### config.mk
export PLATFORM = sky130hd
export DESIGN_NAME = mem_access
export DESIGN_NICKNAME = d
export VERILOG_FILES = /design/src/rtl/mem_access_pkg.sv /design/src/rtl/mem_access_strobe_gen.sv /design/src/rtl/mem_access.sv
export SDC_FILE = /design/constraint.sdc
export NUM_CORES = 1
export LEC_CHECK = 0
export ABC_AREA = 1
export BUFFER_PORTS_ARGS = -buffer_cell sky130_fd_sc_hd__buf_2
export CORE_AREA = 2 2 217 219
export DETAILED_ROUTE_END_ITERATION = 6
export DIE_AREA = 0 0 219 221
export GPL_ROUTABILITY_DRIVEN = 0
export MAX_ROUTING_LAYER = met4
export SKIP_LAST_GASP = 1
export SYNTH_ARGS = -nofsm -noshare
export SYNTH_HDL_FRONTEND = slang
export SYNTH_SLANG_ARGS = --single-unit
export TNS_END_PERCENT = 20
### constraint.sdc
create_clock -name clk -period 2.1 [get_ports clk]
set_input_delay 0.315 -clock clk [delete_from_list [all_inputs] [get_ports clk]]
set_output_delay 0.315 -clock clk [all_outputs]
set_load 0.03 [all_outputs]
### src/rtl/mem_access_pkg.sv
// Shared types and constants for the memory-access stage.
package mem_access_pkg;

    typedef enum logic [1:0] {
        MSIZE1 = 2'd0,
        MSIZE2 = 2'd1,
        MSIZE4 = 2'd2,
        MSIZE8 = 2'd3
    } msize_t;

    typedef enum logic [1:0] {
        IDLE = 2'd0,
        REQ  = 2'd1,
        WAIT = 2'd2
    } mem_state_t;

    localparam int unsigned MEM_STRB_W = 8;

endpackage

### src/rtl/mem_access_strobe_gen.sv
// Byte-strobe, lane-replicated store data and alignment check for one access.
module mem_strobe_gen
    import mem_access_pkg::*;
(
    input  msize_t                  size_i,
    input  logic [2:0]              addr_i,
    input  logic [63:0]             data_i,
    output logic [MEM_STRB_W-1:0]   strobe_o,
    output logic [63:0]             data_o,
    output logic                    misalign_o
);

    always_comb begin
        strobe_o   = '0;
        data_o     = '0;
        misalign_o = 1'b0;
        case (size_i)
            MSIZE1: begin
                strobe_o = 8'h01 << addr_i;
                data_o   = {8{data_i[7:0]}};
            end
            MSIZE2: begin
                strobe_o   = 8'h03 << {addr_i[2:1], 1'b0};
                data_o     = {4{data_i[15:0]}};
                misalign_o = addr_i[0];
            end
            MSIZE4: begin
                strobe_o   = 8'h0F << {addr_i[2], 2'b00};
                data_o     = {2{data_i[31:0]}};
                misalign_o = |addr_i[1:0];
            end
            MSIZE8: begin
                strobe_o   = 8'hFF;
                data_o     = data_i;
                misalign_o = |addr_i;
            end
            default: ;
        endcase
    end

endmodule

### src/rtl/mem_access.sv
// Memory-access pipeline stage: bus request/response handshake and MEM/WB register.
module mem_access
    import mem_access_pkg::*;
#(
    parameter int ADDR_W = 64,
    parameter int DATA_W = 64
) (
    input  logic                  clk,
    input  logic                  reset,
    input  logic                  in_valid,
    output logic                  in_ready,
    input  logic                  in_mem_read,
    input  logic                  in_mem_write,
    input  msize_t                in_mem_size,
    input  logic                  in_if_mem_zero,
    input  logic [ADDR_W-1:0]     in_addr,
    input  logic [DATA_W-1:0]     in_store_data,
    input  logic [DATA_W-1:0]     in_alu_result,
    input  logic [4:0]            in_rd,
    input  logic                  in_reg_write,
    input  logic                  in_mem_to_reg,
    output logic                  dreq_valid,
    output logic [ADDR_W-1:0]     dreq_addr,
    output msize_t                dreq_size,
    output logic [MEM_STRB_W-1:0] dreq_strobe,
    output logic [DATA_W-1:0]     dreq_data,
    input  logic                  dresp_addr_ok,
    input  logic                  dresp_data_ok,
    input  logic [DATA_W-1:0]     dresp_data,
    output logic                  wb_valid,
    output logic [DATA_W-1:0]     wb_read_data,
    output logic [2:0]            wb_addr_low,
    output msize_t                wb_mem_size,
    output logic                  wb_if_mem_zero,
    output logic [DATA_W-1:0]     wb_write_data,
    output logic [4:0]            wb_rd,
    output logic                  wb_reg_write,
    output logic                  wb_mem_to_reg,
    output logic                  wb_sig,
    output logic                  wb_misalign
);

    mem_state_t state_q, state_d;

    logic [ADDR_W-1:0]     addr_q;
    msize_t                size_q;
    logic [MEM_STRB_W-1:0] strobe_q;
    logic [DATA_W-1:0]     sdata_q, alu_q;
    logic [4:0]            rd_q;
    logic                  load_q, zero_q, regwr_q, m2r_q;

    logic [MEM_STRB_W-1:0] gen_strobe;
    logic [DATA_W-1:0]     gen_data;
    logic                  gen_misalign;
    logic                  accept, is_mem, misalign, complete;

    mem_strobe_gen u_strobe_gen (
        .size_i     (in_mem_size),
        .addr_i     (in_addr[2:0]),
        .data_i     (in_store_data),
        .strobe_o   (gen_strobe),
        .data_o     (gen_data),
        .misalign_o (gen_misalign)
    );

    assign in_ready = (state_q == IDLE);
    assign accept   = in_valid && in_ready;
    assign is_mem   = in_mem_read || in_mem_write;
    assign misalign = is_mem && gen_misalign;

    always_comb begin
        state_d  = state_q;
        complete = 1'b0;
        case (state_q)
            IDLE: if (accept && is_mem && !misalign) state_d = REQ;
            REQ: begin
                // data_ok is only meaningful once the address has been taken
                if (dresp_addr_ok) begin
                    if (dresp_data_ok) begin
                        complete = 1'b1;
                        state_d  = IDLE;
                    end else begin
                        state_d = WAIT;
                    end
                end
            end
            WAIT: begin
                if (dresp_data_ok) begin
                    complete = 1'b1;
                    state_d  = IDLE;
                end
            end
            default: state_d = IDLE;
        endcase
    end

    always_ff @(posedge clk or negedge reset) begin
        if (!reset) begin
            state_q <= IDLE;
        end else begin
            state_q <= state_d;
        end
    end

    always_ff @(posedge clk or negedge reset) begin
        if (!reset) begin
            addr_q   <= '0;
            size_q   <= MSIZE1;
            strobe_q <= '0;
            sdata_q  <= '0;
            alu_q    <= '0;
            rd_q     <= '0;
            load_q   <= 1'b0;
            zero_q   <= 1'b0;
            regwr_q  <= 1'b0;
            m2r_q    <= 1'b0;
        end else if (accept && is_mem) begin
            addr_q   <= in_addr;
            size_q   <= in_mem_size;
            strobe_q <= in_mem_read ? '0 : gen_strobe;
            sdata_q  <= gen_data;
            alu_q    <= in_alu_result;
            rd_q     <= in_rd;
            load_q   <= in_mem_read;
            zero_q   <= in_if_mem_zero;
            regwr_q  <= in_reg_write;
            m2r_q    <= in_mem_to_reg;
        end
    end

    assign dreq_valid  = (state_q == REQ);
    assign dreq_addr   = addr_q;
    assign dreq_size   = size_q;
    assign dreq_strobe = strobe_q;
    assign dreq_data   = sdata_q;

    // Non-memory and misaligned bundles bypass the bus and retire straight from the input
    always_ff @(posedge clk or negedge reset) begin
        if (!reset) begin
            wb_valid       <= 1'b0;
            wb_read_data   <= '0;
            wb_addr_low    <= '0;
            wb_mem_size    <= MSIZE1;
            wb_if_mem_zero <= 1'b0;
            wb_write_data  <= '0;
            wb_rd          <= '0;
            wb_reg_write   <= 1'b0;
            wb_mem_to_reg  <= 1'b0;
            wb_sig         <= 1'b0;
            wb_misalign    <= 1'b0;
        end else begin
            wb_valid <= 1'b0;
            if (accept && (!is_mem || misalign)) begin
                wb_valid       <= 1'b1;
                wb_read_data   <= '0;
                wb_addr_low    <= in_addr[2:0];
                wb_mem_size    <= in_mem_size;
                wb_if_mem_zero <= in_if_mem_zero;
                wb_write_data  <= in_alu_result;
                wb_rd          <= in_rd;
                wb_reg_write   <= in_reg_write && !misalign;
                wb_mem_to_reg  <= in_mem_to_reg;
                wb_sig         <= 1'b0;
                wb_misalign    <= misalign;
            end else if (complete) begin
                wb_valid       <= 1'b1;
                wb_read_data   <= load_q ? dresp_data : '0;
                wb_addr_low    <= addr_q[2:0];
                wb_mem_size    <= size_q;
                wb_if_mem_zero <= zero_q;
                wb_write_data  <= alu_q;
                wb_rd          <= rd_q;
                wb_reg_write   <= load_q && regwr_q;
                wb_mem_to_reg  <= m2r_q;
                wb_sig         <= load_q;
                wb_misalign    <= 1'b0;
            end
        end
    end

endmodule
# Yosys cells after proc, flatten, opt, wreduce, memory -nomap -nowiden
# Index checks and enable logic that the tools add are counted.
# totals
output_inout_bits	284
romBits	0
ram_bits	0
latch_bits	0
n_memories	0
elab_cells	85
regBits	357
inputBits	273
# classes
order_cmp	0
muxes	35
n_eq_ne	8
shifts	3
n_div	0
n_reduce_logical	17
addsub	0
bitwise_logic	0
mul	0
# op_table
op	count
64-bit 2-to-1 mux	5
64-bit case mux with 4 select lines	1
8-bit case mux with 4 select lines	1
1-bit 2-to-1 mux	14
2-bit 2-to-1 mux	6
5-bit 2-to-1 mux	2
8-bit 2-to-1 mux	1
1-bit by 3-bit left shift with 8-bit output, first input constant	1
2-bit by 3-bit left shift with 8-bit output, first input constant	1
4-bit by 3-bit left shift with 8-bit output, first input constant	1
1-bit logical AND	7
2-bit equality test, second input constant	3
3-bit 2-to-1 mux	2
2-bit case mux with 3 select lines	1
2-bit by 1-bit equality test with 1-bit output, second input constant	2
2-bit logical NOT	2
2-bit by 1-bit inequality test with 1-bit output, second input constant	2
1-bit case mux with 3 select lines	1
3-bit AND reduction	1
3-bit OR reduction	1
1-bit logical NOT	2
1-bit logical OR	2
2-bit inequality test, second input constant	1
1-bit case mux with 2 select lines	1
2 further kinds	2

# Longest topological paths before layout
# depth
ltp_word	7
mapped_depth	13

# Modules after synthesis
# From an unflattened synthesis, not the netlist that was laid out.
# hier_totals
hier_cells	1961
area_unflattened_um2	15962.8
# modules_own_cells
module	n_inst	area_each_um2	cells_per_inst	seq_area_each_um2
mem_access	1	14880.5	1728	8933.6
mem_strobe_gen	1	1082.3	233	0.0

# Least setup slack after synthesis
# Ideal clock, no wire load.
# synth_path
path_kind	register -> register
start	register state_q[1]
end	register wb_read_data[0]
t_arrival_ns	1.973
setup_slack_ns	0.060
period_less_slack_ns	2.040
t_required_ns	2.034
stages_incl_launch_ff	11
n_path_buf	2
path_cell_list	dfrtp_1 inv_1 ha_1 nand2_1 nand2_1 nand3_1 clkinv_1 clkbuf_1 buf_1 nand4_1 nand2_1
# synth_via
elab_cells_between_ends	8
cone_classes	eq/ne (2); mux (2); reduce/logical (4)
# synth_rtl
element	line_no	rtl
start, declared	mem_access.sv:43	mem_state_t state_q, state_d;
start signal, assigned	mem_access.sv:101	state_q <= state_d;
2-bit by 1-bit equality test with 1-bit output	-	
net dreq_valid	mem_access.sv:22	output logic dreq_valid,
1-bit case mux with 2 select lines	mem_access.sv:74	case (state_q)
2-bit nonzero test (no source line)	-	
end signal, assigned	mem_access.sv:167	wb_read_data <= load_q ? dresp_data : '0;
end, declared	mem_access.sv:31	output logic [DATA_W-1:0] wb_read_data,
# The timed path passes the listed nets, and every way through them passes these cells.
# A chain may end at the register's enable or synchronous reset.

# Worst setup path after layout
# layout_path
start	register state_q[0]
end	register wb_write_data[38]
# layout_via
elab_chain_len	4
elab_cells_between_ends	8
cone_classes	eq/ne (2); mux (2); reduce/logical (4)
# layout_rtl
element	line_no	rtl
parallel branches: the longest is 4 deep, another holds 2-bit equality test	-	
end signal, assigned	mem_access.sv:159	wb_write_data <= in_alu_result;
end signal, assigned	mem_access.sv:171	wb_write_data <= alu_q;
end, declared	mem_access.sv:35	output logic [DATA_W-1:0] wb_write_data,
# Parallel ways; which one is timed is not known.

==> results summary <==
The run finished with clean final reports. The synthesized net count came out at 2024. The cell area power density came out at 1580 nW/um^2.

The CTS tree is yes. The relative area change from synthesis to final layout came out at 43.9%. The final setup slack of the worst path is 0.178 ns. The worst endpoint data arrival time is 2.40 ns. The fraction of the cycle the final worst path needs is 91.5%. The number of max-cap violations is 0. The pin count of the biggest net entering global routing is 87.

The hold violation total from the final report came out at 0. The number of max-slew violations in the final report came to 0. The number of antenna violations at the first check in global routing is 4. After synthesis the netlist holds a flip-flop and latch count of 357. The tree is rooted in a sky130_fd_sc_hd__clkbuf_16. The placement row count is 79. The total half-perimeter wirelength after legalization and detailed placement is 37.3 mm. Dividing the detail-routed wire length by the instance count gives 17.7 microns. The layout net count came out at 2713.

The total routing resource utilization after global routing came out at 22.8%. The number of remaining DRC errors is 0. Before antenna repair, the detailed router went through 5 iterations.

The clock insertion delay at the later pin of the skew report came out at 0.55 ns. Clock-pin slew was measured on the worst setup and hold paths at 0.06 ns. The post-placement setup slack is 0.143 ns. In the routed layout, each cell is associated on average with a via count of 4.90. The maximum number of buffers from clock root to sink came out at 3. The slew of the pin with the lowest slew margin came out at 0.604 ns.

The clock period minus worst slack came out at 1.92 ns. The kind of path behind the tightest hold check is in2reg. The maximum net fanout on the critical path came out at 64. The post-route netlist has 28.0% of its cells at a drive strength greater than 1. The number of instances in the synthesized netlist is 1747. The placeable core area is 46100 sq um.

Yosys printed 0 warnings. The first global-routing pass estimated 85.3 mm of wire. Once layout is complete, the utilization of the core stands at 47.0%.

The sequential fraction of the synthesis area came out at 59.3%. The global-route congestion overflow total is 0. The count of antenna-violating nets left after detailed routing is 0.

For this configuration, the core starts out at a cell density of 32.7%. The detailed router's first-iteration violation count came out at 1165. For this design the top-level I/O count stands at 557.

The height of the die is 221 microns. The final count of negative-setup-slack endpoints is 0. The worst setup path is launched from a flip-flop. STA classifies the critical path endpoint as a flip-flop. The number of library cell types mapped by synthesis came out at 28. VDD sags by at most 0.00101 V. The total die area is 48400 sq um. The mapped cell area is 15100 sq um. The required time of the worst setup path is 2.58 ns.

The number of port buffers came out at 556. The worst slack on hold paths came out at 0.0321 ns. Wires add up to 54.6 mm. The number of clock buffers inserted by TritonCTS is 41.

In this run the tightest slew margin relative to its limit is 59.8%. The vias after detailed routing came out at 15.1k. The critical path is of the reg2reg type. Clock skew on the completed layout was measured at 0.0140 ns. Overall power consumption after layout is estimated at 34.2 mW. The fmax is 0.520 GHz. The post-synthesis area per instance is 8.62 sq um. The static power due to leakage came out at 11.6 nW. The via count of the first global-routing pass came to 15.1k. The die width is 219 microns. Setup repair after global routing could not meet its margin everywhere. The clock net in this run drives a total of 357 sinks. The total number of H-tree levels is 2.
## where the power goes
part           switching (mW)  total (mW)  internal, mW
Sequential               1.88        11.9          10.0
Clock                    2.89        7.15          4.26
Combinational            10.7        15.2          4.47
Total                    15.5        34.2          18.7
## kinds of logic (layout without fill, tap and decap cells)
| kind of cell | Yosys count | count (layout) | synth area share (%) |
|---|---|---|---|
| compound gates | 118 | 118 | 4.53 |
| simple gates | 1118 | 1118 | 31.1 |
| flops | 357 | 357 | 59.3 |
| buf+inv | 150 | 871 | 4.70 |
| other cells | 0 | 4 | 0 |
| fa+ha+maj | 4 | 4 | 0.332 |
## worst max-delay path, stage by stage, from the launching register on
cell and delay, ns:
sky130_fd_sc_hd__dfrtp_1 0.39, sky130_fd_sc_hd__inv_1 0.11, sky130_fd_sc_hd__ha_1 0.20, sky130_fd_sc_hd__nand2_1 0.08, sky130_fd_sc_hd__inv_1 0.11, sky130_fd_sc_hd__buf_4 0.16, sky130_fd_sc_hd__nand2_8 0.11, sky130_fd_sc_hd__inv_2 0.10
sky130_fd_sc_hd__buf_12 0.23, sky130_fd_sc_hd__nand2_1 0.11, sky130_fd_sc_hd__nand3_1 0.10
## synthesized netlist by cell type
cell | count | share of area (%)
sky130_fd_sc_hd__nand3_1 | 236 | 7.8
sky130_fd_sc_hd__clkbuf_1 | 66 | 1.6
sky130_fd_sc_hd__or2_2 | 1 | 0.042
sky130_fd_sc_hd__a21oi_1 | 44 | 1.5
sky130_fd_sc_hd__a31oi_1 | 9 | 0.37
sky130_fd_sc_hd__clkinv_1 | 1 | 0.025
sky130_fd_sc_hd__o211ai_1 | 1 | 0.050
sky130_fd_sc_hd__o21ai_0 | 40 | 1.3
sky130_fd_sc_hd__nand2_2 | 3 | 0.12
sky130_fd_sc_hd__a22oi_1 | 8 | 0.40
sky130_fd_sc_hd__nor3_1 | 1 | 0.033
sky130_fd_sc_hd__nand4_1 | 65 | 2.7
sky130_fd_sc_hd__a41oi_1 | 15 | 0.87
sky130_fd_sc_hd__inv_2 | 2 | 0.050
sky130_fd_sc_hd__nor2_2 | 2 | 0.083
sky130_fd_sc_hd__inv_4 | 1 | 0.042
sky130_fd_sc_hd__buf_4 | 1 | 0.050
sky130_fd_sc_hd__nand3_2 | 1 | 0.066
sky130_fd_sc_hd__nor2_1 | 56 | 1.4
sky130_fd_sc_hd__ha_1 | 4 | 0.33
sky130_fd_sc_hd__buf_1 | 10 | 0.25
sky130_fd_sc_hd__nand2_4 | 1 | 0.075
sky130_fd_sc_hd__dfrtp_1 | 357 | 59
sky130_fd_sc_hd__inv_1 | 24 | 0.60
sky130_fd_sc_hd__nand2_1 | 752 | 19
sky130_fd_sc_hd__buf_2 | 32 | 1.1
sky130_fd_sc_hd__buf_6 | 13 | 0.97
sky130_fd_sc_hd__o22ai_1 | 1 | 0.042
## placed cells by master (no fill, tap or decap), types with 2 or more instances in the layout
cell type                       instances
sky130_fd_sc_hd__clkbuf_1              13
sky130_fd_sc_hd__a31oi_1                9
sky130_fd_sc_hd__nand4_1               65
sky130_fd_sc_hd__buf_12                22
sky130_fd_sc_hd__nor2_1                56
sky130_fd_sc_hd__nor2_2                 2
sky130_fd_sc_hd__a22oi_1                8
sky130_fd_sc_hd__ha_1                   4
sky130_fd_sc_hd__nand3_1              235
sky130_fd_sc_hd__inv_6                  2
sky130_fd_sc_hd__nand2_4                2
sky130_fd_sc_hd__a41oi_1               15
sky130_fd_sc_hd__o21ai_0               40
sky130_fd_sc_hd__inv_2                  2
sky130_fd_sc_hd__nand2_2                2
sky130_fd_sc_hd__clkbuf_8               7
sky130_fd_sc_hd__buf_2                555
sky130_fd_sc_hd__clkbuf_16             43
sky130_fd_sc_hd__diode_2                4
sky130_fd_sc_hd__dlygate4sd3_1        155
sky130_fd_sc_hd__a21oi_1               43
sky130_fd_sc_hd__inv_1                 23
sky130_fd_sc_hd__bufinv_16              2
sky130_fd_sc_hd__nand2_1              751
sky130_fd_sc_hd__dfrtp_1              356
sky130_fd_sc_hd__inv_4                  2
sky130_fd_sc_hd__buf_4                 35
sky130_fd_sc_hd__clkinv_2               8
## metal layers
metal / up-vias / wire length, microns / share of wire (%) / track usage, %
met5: - / 0 / 0 / -
met4: 0 / 1380 / 2.5 / 6.58
met3: 99 / 3970 / 7.3 / 5.09
met2: 605 / 26800 / 49 / 37.5
met1: 7296 / 22500 / 41 / 28.0
li1: 7092 / - / - / -
## area by class of cell
| cell class | count | area, sq um |
|---|---|---|
| Antenna cell | 4 | 10.0 |
| Clock buffer | 63 | 1220 |
| Clock inverter | 12 | 118 |
| Fill cell | 4423 | 24400 |
| Inverter | 28 | 115 |
| Multi-Input combinational cell | 1240 | 5450 |
| Sequential cell | 357 | 8930 |
| Tap cell | 607 | 759 |
| Timing Repair Buffer | 768 | 5050 |
## stage by stage
step / area [sq um] / cells / TNS (ns)
after floorplan: 15100 / 1747 / 0
after global placement: 18800 / 2845 / 0
after detailed placement: 18800 / 2845 / 0
after CTS: 21600 / 3075 / 0
after global routing: 21700 / 3079 / -0.0272
final: 21700 / 3079 / 0
## worst paths after layout
| kind | from | to | slack (ns) | depth (start not counted) |
|---|---|---|---|---|
| worst max-delay path | state_q[0] | wb_write_data[38] | 0.18 | 10 |
| worst min-delay path | in_store_data[38] | dreq_data[38] | 0.03 | 3 |
| worst max register to register | state_q[0] | wb_write_data[38] | 0.18 | 10 |
| worst min register to register | wb_read_data[62] | wb_read_data[62] | 0.47 | 2 |
| max in group asynchronous | reset | wb_write_data[1] | 1.03 | 3 |
| min in group asynchronous | reset | wb_write_data[44] | 0.31 | 2 |
## what timing repair did
action,CTS,global route
resized for setup,0,1
hold buffers,155,0
endpoints found under the hold margin,265,0
setup endpoints to repair,0,6
setup buffers,0,0
(Power assumes the default switching activity.)
